===== config.mk =====
export PLATFORM = sky130hd
export DESIGN_NAME = cdc_toggle_rx_mc
export DESIGN_NICKNAME = d
export VERILOG_FILES = /design/src/rtl/cdc_toggle_rx_mc_pkg.sv /design/src/rtl/cdc_toggle_rx_mc_sync_bit.sv /design/src/rtl/cdc_toggle_rx_mc.sv
export SDC_FILE = /design/constraint.sdc
export NUM_CORES = 1
export LEC_CHECK = 0
export ABC_AREA = 0
export CAP_MARGIN = 20
export CORE_ASPECT_RATIO = 0.8
export CORE_MARGIN = 2
export CORE_UTILIZATION = 37
export DETAILED_ROUTE_END_ITERATION = 6
export GPL_TIMING_DRIVEN = 0
export PLACE_DENSITY = 0.81
export SETUP_SLACK_MARGIN = 0.15
export SYNTH_ARGS = -nofsm -noshare
export SYNTH_HDL_FRONTEND = slang
export SYNTH_HIERARCHICAL = 1
export SYNTH_SLANG_ARGS = --single-unit

===== constraint.sdc =====
create_clock -name CLK -period 1.14 [get_ports CLK]
set_input_delay 0.114 -clock CLK [delete_from_list [all_inputs] [get_ports CLK]]
set_output_delay 0.114 -clock CLK [all_outputs]
set_load 0.005 [all_outputs]

===== src/rtl/cdc_toggle_rx_mc_pkg.sv =====
// cdc_pkg: shared constants, channel FSM encoding and helpers for the
// multi-channel toggle-handshake CDC receiver.
package cdc_pkg;

  // Smallest synchroniser depth that still gives a metastability settling stage.
  localparam int SYNC_STAGES_MIN = 2;

  // Default configuration widths.
  localparam int DATAWIDTH_DEF   = 8;
  localparam int NUM_CH_DEF      = 2;
  localparam int SYNC_STAGES_DEF = 2;

  // Width of the optional per-channel overrun counter.
  localparam int OVR_CNT_W = 8;

  // Per-channel holding-register state; FULL is exactly dest_valid=1.
  typedef enum logic {
    ST_EMPTY = 1'b0,
    ST_FULL  = 1'b1
  } ch_state_e;

  // Saturating increment for the overrun counter (holds at all-ones).
  function automatic logic [OVR_CNT_W-1:0] sat_inc(input logic [OVR_CNT_W-1:0] v);
    logic [OVR_CNT_W-1:0] r;
    if (v == {OVR_CNT_W{1'b1}}) begin
      r = v;
    end else begin
      r = v + {{(OVR_CNT_W-1){1'b0}}, 1'b1};
    end
    return r;
  endfunction

endpackage


===== src/rtl/cdc_toggle_rx_mc_sync_bit.sv =====
// cdc_sync_bit: single-bit multi-flop synchroniser with asynchronous
// active-high reset. Input is treated as fully asynchronous to CLK.
module cdc_sync_bit
  import cdc_pkg::*;
#(
  parameter int STAGES = SYNC_STAGES_DEF
) (
  input  logic CLK,
  input  logic RST,
  input  logic d,
  output logic q
);

  // Depth is never allowed below the minimum settling chain.
  localparam int STAGES_L = (STAGES < SYNC_STAGES_MIN) ? SYNC_STAGES_MIN : STAGES;

  logic [STAGES_L-1:0] sync_r;

  // Shift the asynchronous input through the synchroniser chain.
  always_ff @(posedge CLK or posedge RST) begin
    if (RST) begin
      sync_r <= {STAGES_L{1'b0}};
    end else begin
      sync_r <= {sync_r[STAGES_L-2:0], d};
    end
  end

  assign q = sync_r[STAGES_L-1];

endmodule


===== src/rtl/cdc_toggle_rx_mc.sv =====
// cdc_toggle_rx_mc: destination-domain receiver of a multi-channel
// toggle-handshake CDC. Each channel synchronises its load toggle, captures
// the quasi-static source word on a toggle edge, offers it on valid/ready,
// returns an ack toggle per consumed word and flags overruns.
// Optional build macro: CDC_RX_OVR_CNT_EN adds per-channel saturating
// overrun counters on port ovr_cnt.
module cdc_toggle_rx_mc
  import cdc_pkg::*;
#(
  parameter int DATAWIDTH   = DATAWIDTH_DEF,
  parameter int NUM_CH      = NUM_CH_DEF,
  parameter int SYNC_STAGES = SYNC_STAGES_DEF
) (
  input  logic                          CLK,
  input  logic                          RST,
  input  logic [NUM_CH-1:0]             src_load_tgl,
  input  logic [NUM_CH*DATAWIDTH-1:0]   src_data,
  output logic [NUM_CH-1:0]             dest_valid,
  input  logic [NUM_CH-1:0]             dest_ready,
  output logic [NUM_CH*DATAWIDTH-1:0]   dest_data,
  output logic [NUM_CH-1:0]             dest_ack_tgl,
  output logic [NUM_CH-1:0]             ovr_err,
`ifdef CDC_RX_OVR_CNT_EN
  output logic [NUM_CH*OVR_CNT_W-1:0]   ovr_cnt,
`endif
  input  logic [NUM_CH-1:0]             ovr_clr
);

  for (genvar c = 0; c < NUM_CH; c++) begin : g_ch

    logic                 sync_s;
    logic                 prev_r;
    logic                 ld_s;
    ch_state_e            state_r;
    ch_state_e            state_nxt_s;
    logic                 cap_s;
    logic                 ack_flip_s;
    logic                 ovr_set_s;
    logic [DATAWIDTH-1:0] data_r;
    logic                 ack_r;
    logic                 ovr_r;

    cdc_sync_bit #(
      .STAGES (SYNC_STAGES)
    ) u_sync (
      .CLK (CLK),
      .RST (RST),
      .d   (src_load_tgl[c]),
      .q   (sync_s)
    );

    // Delay the synchronised toggle so either edge yields a one-cycle load pulse.
    always_ff @(posedge CLK or posedge RST) begin
      if (RST) begin
        prev_r <= 1'b0;
      end else begin
        prev_r <= sync_s;
      end
    end

    assign ld_s = sync_s ^ prev_r;

    // Channel state register.
    always_ff @(posedge CLK or posedge RST) begin
      if (RST) begin
        state_r <= ST_EMPTY;
      end else begin
        state_r <= state_nxt_s;
      end
    end

    // Next-state and datapath control: capture, consume/ack, overrun detect.
    always_comb begin
      state_nxt_s = state_r;
      cap_s       = 1'b0;
      ack_flip_s  = 1'b0;
      ovr_set_s   = 1'b0;
      case (state_r)
        ST_EMPTY: begin
          if (ld_s) begin
            cap_s       = 1'b1;
            state_nxt_s = ST_FULL;
          end else begin
            state_nxt_s = ST_EMPTY;
          end
        end
        ST_FULL: begin
          if (dest_ready[c]) begin
            // Old word consumed; a coincident load refills without a bubble.
            ack_flip_s = 1'b1;
            if (ld_s) begin
              cap_s       = 1'b1;
              state_nxt_s = ST_FULL;
            end else begin
              state_nxt_s = ST_EMPTY;
            end
          end else if (ld_s) begin
            // Holding register busy: new word is dropped, not acknowledged.
            ovr_set_s   = 1'b1;
            state_nxt_s = ST_FULL;
          end else begin
            state_nxt_s = ST_FULL;
          end
        end
        default: begin
          state_nxt_s = ST_EMPTY;
        end
      endcase
    end

    // Capture register; holds the last word when no load is accepted.
    always_ff @(posedge CLK or posedge RST) begin
      if (RST) begin
        data_r <= {DATAWIDTH{1'b0}};
      end else if (cap_s) begin
        data_r <= src_data[c*DATAWIDTH +: DATAWIDTH];
      end else begin
        data_r <= data_r;
      end
    end

    // Ack toggle back to the source, one flip per consumed word.
    always_ff @(posedge CLK or posedge RST) begin
      if (RST) begin
        ack_r <= 1'b0;
      end else if (ack_flip_s) begin
        ack_r <= ~ack_r;
      end else begin
        ack_r <= ack_r;
      end
    end

    // Sticky overrun flag; a coincident set beats the clear.
    always_ff @(posedge CLK or posedge RST) begin
      if (RST) begin
        ovr_r <= 1'b0;
      end else if (ovr_set_s) begin
        ovr_r <= 1'b1;
      end else if (ovr_clr[c]) begin
        ovr_r <= 1'b0;
      end else begin
        ovr_r <= ovr_r;
      end
    end

`ifdef CDC_RX_OVR_CNT_EN
    logic [OVR_CNT_W-1:0] cnt_r;

    // Saturating dropped-word counter; clear plus overrun restarts at one.
    always_ff @(posedge CLK or posedge RST) begin
      if (RST) begin
        cnt_r <= {OVR_CNT_W{1'b0}};
      end else if (ovr_clr[c] && ovr_set_s) begin
        cnt_r <= {{(OVR_CNT_W-1){1'b0}}, 1'b1};
      end else if (ovr_clr[c]) begin
        cnt_r <= {OVR_CNT_W{1'b0}};
      end else if (ovr_set_s) begin
        cnt_r <= sat_inc(cnt_r);
      end else begin
        cnt_r <= cnt_r;
      end
    end

    assign ovr_cnt[c*OVR_CNT_W +: OVR_CNT_W] = cnt_r;
`endif

    assign dest_valid[c]                       = (state_r == ST_FULL);
    assign dest_data[c*DATAWIDTH +: DATAWIDTH] = data_r;
    assign dest_ack_tgl[c]                     = ack_r;
    assign ovr_err[c]                          = ovr_r;

  end : g_ch

endmodule


# Yosys cells after proc, flatten, opt, wreduce, memory -nomap -nowiden
# Index checks and enable logic that the tools add are counted.
[op_classes]
mux = 22
n_shift = 0
div = 0
magnitude_cmp = 0
reduce_logical = 2
eq_ne = 0
bitwise = 6
mul = 0
addsub = 0
[op_table]
columns = ["operator", "n"]
rows = [
  ["1-bit 2-to-1 mux", 18],
  ["1-bit case mux with 2 select lines", 4],
  ["1-bit inverter", 4],
  ["2-bit nonzero test", 2],
  ["1-bit XOR", 2],
]
[totals]
ff_bits = 28
output_inout_bits = 22
romBits = 0
latch_bits = 0
ram_bits = 0
mem_count = 0

# Logic depth before layout (Yosys ltp)
# Gate-level depths: netlist of the first run.
[depth]
ltp_word = 5
mapped_depth = 4
mapped_depth_nobuf = 3

# By module
# The synthesis of the first run kept the hierarchy.
[by_module_without_submodules]
columns = ["module", "area_each_um2", "seq_area_each_um2", "instances", "cells_per_inst"]
rows = [
  ["cdc_toggle_rx_mc", 984.7, 600.6, 1, 65],
  ["cdc_sync_bit", 53.8, 50.0, 2, 3],
]

# Worst setup path after synthesis of the first run
# No wires, ideal clock.
[synth_timing]
kind = "register to register"
startpoint = "register g_ch[1].u_sync.sync_r[1]"
endpoint = "register g_ch[1].data_r[0]"
n_path_buf = 0
path_stages_with_launch = 4
period_less_slack_ns = 1.241
path_slack_ns = -0.101
arrival_time_ns = 1.116
cell_sequence = "dfrtp_1 > xnor2_2 > a21oi_4 > mux2_2"
[synth_between]
elab_chain_len = 4
[synth_lines]
columns = ["element", "line_no", "text"]
rows = [
  ["start: declaration", "cdc_toggle_rx_mc_sync_bit.sv:17", "logic [STAGES_L-1:0] sync_r;"],
  ["start signal: assignment", "cdc_toggle_rx_mc_sync_bit.sv:22", "sync_r <= {STAGES_L{1'b0}};"],
  ["start signal: assignment", "cdc_toggle_rx_mc_sync_bit.sv:24", "sync_r <= {sync_r[STAGES_L-2:0], d};"],
  ["1-bit XOR *", "cdc_toggle_rx_mc.sv:61", "assign ld_s = sync_s ^ prev_r;"],
  ["1-bit 2-to-1 mux *", "cdc_toggle_rx_mc.sv:80, cdc_toggle_rx_mc.sv:91", ""],
  ["1-bit 2-to-1 mux", "cdc_toggle_rx_mc.sv:88", "if (dest_ready[c]) begin"],
  ["1-bit case mux with 2 select lines *", "cdc_toggle_rx_mc.sv:78", "case (state_r)"],
  ["end signal: assignment", "cdc_toggle_rx_mc.sv:114", "data_r <= {DATAWIDTH{1'b0}};"],
  ["end signal: assignment", "cdc_toggle_rx_mc.sv:116", "data_r <= src_data[c*DATAWIDTH +: DATAWIDTH];"],
  ["end signal: assignment", "cdc_toggle_rx_mc.sv:118", "data_r <= data_r;"],
  ["end: declaration", "cdc_toggle_rx_mc.sv:39", "logic [DATAWIDTH-1:0] data_r;"],
]
# Mark *: on every way between the ends. The rest lies on a longest branch, timed or not.
# A chain may end at the register's enable or synchronous reset.

# Worst setup path after layout of the first run
[layout_timing]
startpoint = "register g_ch[0].u_sync.sync_r[1]"
endpoint = "register g_ch[0].data_r[1]"
[layout_between]
elab_chain_len = 4
[layout_lines]
columns = ["element", "line_no"]
rows = [
  ["start: declaration", "cdc_toggle_rx_mc_sync_bit.sv:17"],
  ["start signal: assignment", "cdc_toggle_rx_mc_sync_bit.sv:22"],
  ["start signal: assignment", "cdc_toggle_rx_mc_sync_bit.sv:24"],
  ["1-bit XOR *", "cdc_toggle_rx_mc.sv:61"],
  ["1-bit 2-to-1 mux *", "cdc_toggle_rx_mc.sv:80, cdc_toggle_rx_mc.sv:91"],
  ["1-bit 2-to-1 mux", "cdc_toggle_rx_mc.sv:88"],
  ["1-bit case mux with 2 select lines *", "cdc_toggle_rx_mc.sv:78"],
  ["end signal: assignment", "cdc_toggle_rx_mc.sv:114"],
  ["end signal: assignment", "cdc_toggle_rx_mc.sv:116"],
  ["end signal: assignment", "cdc_toggle_rx_mc.sv:118"],
  ["end: declaration", "cdc_toggle_rx_mc.sv:39"],
]
# Marked as above.

==> results.toml, run 1 <==
[placed_design]
place_area_mm2 = 0.001590
gp_congestion = 0.6156
io_buffers = 45
place_hpwl_mm = 1.555

[drt]
avgViaCountPerCell = 4.219
drc = 0
dr.pass1.iters = 2
num_vias = 751
drtAntennaViolNets = 0
avgRoutedWirePerCell_um = 13.40
drtIter0Drc = 27
finalWirelength_mm = 2.385

[setup_path]
r2r_setup_slack_ns = -0.16
critPathMaxStageDelay_ns = 0.42
crit_family = "flip-flops"
path_class = "flop to flop"
cp-start-kind = "flop"
slowest_stage = "dfrtp_1"
critPathRequiredTime_ns = 1.30
r2r_end = "g_ch[0].data_r[1]$_DFFE_PP0P_"
critPathBufInv = 1
reg2reg_from = "g_ch[0].u_sync/sync_r[1]$_DFF_PP0_"
worstPathCellList = "xnor2_2, nor2b_1, buf_6, mux2_4"
worstRegToRegCells = 4
end_kind = "flop"
worstPathMaxFanout = 8
worstPathArrival_ns = 1.46

[logic_synthesis]
synth_flop_cell = "dfrtp_1"
synthAdderAreaFrac_pct = 0
synthesis.nets = 95
synth_warnings = 6
synth_top_family_by_area = "multiplexers"
ys_top_cells_by_area = "dfrtp_1 (64%), mux2_4 (11%), mux2_2 (8.2%)"
synth_compound_area_share_pct = 2.635
synth.ff_latch_count = 28
synth_top_area_share_pct = 64.15
yosysMostFrequentCell = "dfrtp_1"
synth.avg_cell_area_um2 = 15.38
muxShareOfSynthArea_pct = 19.24
yosysUniqueCellTypes = 13
yosys.area_share.simple_pct = 2.864
async_flop_share_pct = 100.0
synth_top_cell_by_area = "dfrtp_1"
seq_area_frac_synth_pct = 64.15
synth_edf_count = 0
syn_inst = 71
netlist_top_cells_count = "dfrtp_1 (28), mux2_2 (8), mux2_4 (8)"
synthXorXnorAreaFrac_pct = 3.895
synthesis.area_mm2 = 0.001092

[final_layout]
drive_gt1_share_pct = 52.86
antenna_cells = 0
finalNetCount = 165
post-route-cell-area_mm2 = 0.001829
area_growth_pct = 67.47

[grt]
grt_pass1_vias = 776
overflow = 0
antenna_found_initial = 0
grt_use_total_pct = 15.01
grt_max_degree = 25
grt_pass1_wl_mm = 3.801

[sta]
fin_ws_ns = -0.1644
fin_crit_ns = 1.304
min_period_over_period_pct = 114.4
relSlewSlack_pct = 66.51
rsz0062_at_grt = "true"
setup_viol = 16
finalClockSkew_ns = 0.002410
final_max_slew_viol_count = 0
hold_viol_final = 0
fin_tns_setup_ns = -2.499
max_slew.worst_pin.slew_ns = 0.5013
fmax_mhz = 766.7

[clocking]
cts_buffer_depth = 2
cts-root-buf = "clkbuf_8"
htree_levels = 1
cts.sinks = 28
clk_pin_slew_ns = 0.09
numCtsBuffers = 3
cts_tree = "done"
clkLatencyLatePin_ns = 0.26

[run_status]
violations = "setup timing"
status = "complete, but fails checks"

[floorplan]
die_area_mm2 = 0.003405
coreArea_mm2 = 0.002786
fp.dieW_um = 64.75
dieHeight_um = 52.60
num_rows = 17
pin_count = 46
start_util_pct = 39.20

[power_and_ir_drop]
ir_drop_mv = 0.8352
leakagePower_uw = 0.0008895
power.density_mw_per_mm2 = 1711

[hold_path]
hold_class = "input port to asynchronous set/reset pin"

[flow_run]
cap_viol_max_count = 0
[state kept, by name, indices dropped and copies added (netlist names)]
name,flops
g_ch.state_r,2
g_ch.ack_r,2
g_ch.u_sync/sync_r,4
g_ch.data_r,16
g_ch.prev_r,2
g_ch.ovr_r,2
[per-layer routing]
metal	part of all wire, %	routed length (µm)	track usage (%)
met3	6.8	162	3.226
met1	46	1087	19.86
met4	0.55	13	3.191
met5	0	0	0
met2	47	1122	25.60
[timing repair]
action	4_1_cts	5_1_grt
gates resized for setup	77	17
setup endpoints to repair	62	37
hold buffers	0	0
setup buffers	14	6
gates cloned	0	0
pin swaps	1	2
[kinds of logic after synthesis]
group / count (synthesis)
buffers and inverters: 13
and+or+nand+nor: 7
xor gates and xnor gates: 4
DFF: 28
muxes: 16
AOI/OAI and AO/OA: 3
[area by class of cell]
type	count	area, µm²
Clock buffer	3	41.29
Clock inverter	1	30.03
Sequential cell	28	700.7
Timing Repair Buffer	65	544.3
Multi-Input combinational cell	30	364.1
Inverter	6	26.28
Fill cell	208	957.2
Tap cell	38	47.55
Buffer	7	75.07
[worst max path at each step]
stage	from	endpoint	cells after the start
finish	g_ch[0].u_sync/sync_r[1]$_DFF_PP0_	g_ch[0].data_r[1]$_DFFE_PP0P_	4
global route	g_ch[1].u_sync/sync_r[1]$_DFF_PP0_	g_ch[1].data_r[3]$_DFFE_PP0P_	4
CTS	g_ch[0].u_sync/sync_r[1]$_DFF_PP0_	g_ch[0].data_r[1]$_DFFE_PP0P_	4
detailed placement	dest_ready[0]	g_ch[0].data_r[1]$_DFFE_PP0P_	5
global placement	dest_ready[0]	g_ch[0].data_r[5]$_DFFE_PP0P_	5
floorplan	g_ch[1].u_sync/sync_r[1]$_DFF_PP0_	g_ch[1].data_r[0]$_DFFE_PP0P_	3
[worst register-to-register path, stage by stage, from the launching register on]
cell and delay (ns):
dfrtp_1 0.42, xnor2_2 0.15, nor2b_1 0.14, buf_6 0.18, mux2_4 0.31
[cells in the final DEF (no fill, tap or decap), drive strengths merged]
cell	count
nand2b	1
inv	5
clkdlybuf4s50	23
mux2	16
clkinvlp	1
buf	35
nor2b	1
o22ai	2
a21oi	1
dfrtp	28
clkbuf	17
xnor2	4
bufinv	1
nand2	5
[where the power goes]
group          internal (µW)  leakage [µW]  switching (µW)
sequential              1180      0.000327             107
clock                    469     0.0000357             289
combinational            759      0.000527             326
total                   2410      0.000890             722
[through the flow]
stage | setup WS (ns) | std cells | hold WS (ns) | total power, µW | utilization, %
3_3_place_gp | -0.3715 | 154 | 0.3333 | 2132 | 57.07
6_report | -0.1644 | 178 | 0.1010 | 3129 | 65.65
3_5_place_dp | -0.3771 | 154 | 0.3451 | 2161 | 57.07
2_1_floorplan | -0.1006 | 71 | -0.1448 | 1670 | -
5_1_grt | -0.2132 | 178 | 0.1086 | 3303 | 65.65
4_1_cts | -0.1714 | 172 | 0.1053 | 3127 | 65.92
Power figures use the tool's default switching activity.
==> inputs of run 2 (changes only) <==
SETUP_SLACK_MARGIN = 0.05   (was 0.15)
==> run 2 against run 1 <==
Against the previous run:
- the run still ends with setup timing left
- non-clock buffer count shrank 1
- setup slack gained 0.012 ns
- global-route usage shrank 0.33 points
- sequential cell count is the same
- sequential power is essentially flat
- critical path depth is the same
- sequential share of layout area shrank 0.49 points
- combinational power shrank 6%
- via count grew 0.67%
- critical path type unchanged
- highest routed layer unchanged
==> results.toml, run 2 (synthesized netlist as in run 1, its figures left out) <==
[final_layout]
multi_input_area_um2 = 371.6
finalNetCount = 164
reg.largest.list = "g_ch.data_r (16), g_ch.u_sync/sync_r (4)"
fillers = 216
drive_gt1_share_pct = 41.73
seq_area_um2 = 700.7
regMostFlops = "g_ch.data_r"
antenna_cells = 0
largest_register_ffs = 16
layout_commonest_cell = "dfrtp_1"
area_growth_pct = 69.65
final_cells = 177
post-route-cell-area_mm2 = 0.001853
mostFrequentLayoutCells = "dfrtp_1 (28), clkdlybuf4s50_1 (23), buf_4 (22), mux2_4 (16), dlygate4sd2_1 (16)"

[sta]
finalClockSkew_ns = 0.003978
fin_tns_setup_ns = -2.280
max_slew.worst_pin.slew_ns = 0.5113
relSlewSlack_pct = 65.84
final_max_slew_viol_count = 0
fin_ws_ns = -0.1527
hold_viol_final = 0
setup_viol = 16
min_period_over_period_pct = 113.4
fin_crit_ns = 1.293
rsz0062_at_grt = "true"
fmax_mhz = 773.6

[grt]
grt_pass1_wl_mm = 3.698
grt_max_degree = 25
grt_use_total_pct = 14.68
grt_pass1_vias = 780
antenna_found_initial = 0
overflow = 0

[setup_path]
cp-start-kind = "flop"
worstPathArrival_ns = 1.45
r2r_end = "g_ch[1].data_r[3]$_DFFE_PP0P_"
reg2reg_from = "g_ch[1].u_sync/sync_r[1]$_DFF_PP0_"
worstRegToRegCells = 4
worstPathMaxFanout = 8
end_kind = "flop"
path_class = "flop to flop"
critPathRequiredTime_ns = 1.30
r2r_setup_slack_ns = -0.15

[power_and_ir_drop]
p_int_uw = 2357
power.density_mw_per_mm2 = 1652
ir_drop_mv = 0.7695
combPwrFrac_pct = 33.4
leakagePower_uw = 0.0008987
power_switching_uw = 703.2
pwr-share-clk_pct = 25.0
pwr-share-seq_pct = 41.6
sw_frac_of_total_pct = 22.98

[clocking]
htree_levels = 1
clkLatencyLatePin_ns = 0.27
cts_buffer_depth = 2
numCtsBuffers = 3
cts_tree = "done"
ctsHoldBuffers = 0
cts.sinks = 28
clk_pin_slew_ns = 0.10
cts-root-buf = "clkbuf_8"

[floorplan]
die_area_mm2 = 0.003405
dieHeight_um = 52.60
fp.dieW_um = 64.75
start_util_pct = 39.20
coreArea_mm2 = 0.002786
num_rows = 17
pin_count = 46

[drt]
drc = 0
finalWirelength_mm = 2.382
num_vias = 756
avgRoutedWirePerCell_um = 13.46
drtAntennaViolNets = 0
avgViaCountPerCell = 4.271
drtIter0Drc = 21
dr.pass1.iters = 4

[placed_design]
gp_congestion = 0.6156
post-place-cells = 154
place_hpwl_mm = 1.555
io_buffers = 45
place_area_mm2 = 0.001590

[hold_path]
hold_class = "input port to asynchronous set/reset pin"

[run_status]
violations = "setup timing"
status = "complete, but fails checks"

[flow_run]
cap_viol_max_count = 0
[run 2: changes by cell type in the layout (fill, tap and decap cells not counted), sizes merged]
cell / change
buf: -6
dlygate4sd2: +16
clkbuf: -11
[run 2: cell type report]
| class | count | share of cell area (%) |
|---|---|---|
| buffer | 6 | 2.836 |
| clock buffer | 3 | 2.228 |
| clock inverter | 1 | 1.621 |
| inverter | 6 | 1.418 |
| multi-input combinational | 30 | 20.05 |
| sequential | 28 | 37.81 |
| tap | 38 | 2.566 |
| timing repair buffer | 65 | 31.47 |
[run 2: power by group through the flow]
stage               registers [µW]  clock network, µW  logic [µW]
global route                  1300                823        1100
global placement              1300                  0         834
CTS                           1270                769         973
floorplan                     1310                  0         364
detailed placement            1310                  0         853
finish                        1270                766        1020
[run 2: how the worst max path moves through the flow]
stage / startpoint / end / slack (ns) / cells past startpoint
after global routing: g_ch[1].u_sync/sync_r[1]$_DFF_PP0_ / g_ch[1].data_r[3]$_DFFE_PP0P_ / -0.20 / 4
final: g_ch[1].u_sync/sync_r[1]$_DFF_PP0_ / g_ch[1].data_r[3]$_DFFE_PP0P_ / -0.15 / 4
after global placement: dest_ready[0] / g_ch[0].data_r[5]$_DFFE_PP0P_ / -0.37 / 5
after CTS: g_ch[0].u_sync/sync_r[1]$_DFF_PP0_ / g_ch[0].data_r[1]$_DFFE_PP0P_ / -0.17 / 4
after detailed placement: dest_ready[0] / g_ch[0].data_r[1]$_DFFE_PP0P_ / -0.38 / 5
after floorplan: g_ch[1].u_sync/sync_r[1]$_DFF_PP0_ / g_ch[1].data_r[0]$_DFFE_PP0P_ / -0.10 / 3
[run 2: stage by stage]
step	worst slack, ns	hold slack, ns	util (%)	total power, µW
final	-0.1527	0.09901	66.50	3060
after global placement	-0.3715	0.3333	57.07	2132
after global routing	-0.2032	0.1108	66.50	3221
after floorplan	-0.1006	-0.1448	-	1670
after detailed placement	-0.3771	0.3451	57.07	2161
after CTS	-0.1714	0.05413	64.53	3013
[run 2: worst max-delay path: stages, from the launching register on]
cell	delay [ns]
dfrtp_1	0.42
xnor2_2	0.17
a21oi_4	0.15
buf_12	0.15
mux2_4	0.30
[run 2: repair_timing]
action	4_1_cts	5_1_grt
pin swaps	1	2
setup endpoints to repair	38	46
setup buffers	15	6
resized for setup	44	11
[run 2: routing by layer]
| layer | part of all wire (%) | routed length [µm] | global-route usage, % | up-vias |
|---|---|---|---|---|
| met2 | 49 | 1156 | 25.43 | 32 |
| li1 | - | - | - | 361 |
| met4 | 0.55 | 13 | 3.191 | 0 |
| met5 | 0 | 0 | 0 | - |
| met1 | 44 | 1056 | 19.31 | 361 |
| met3 | 6.5 | 155 | 2.796 | 2 |
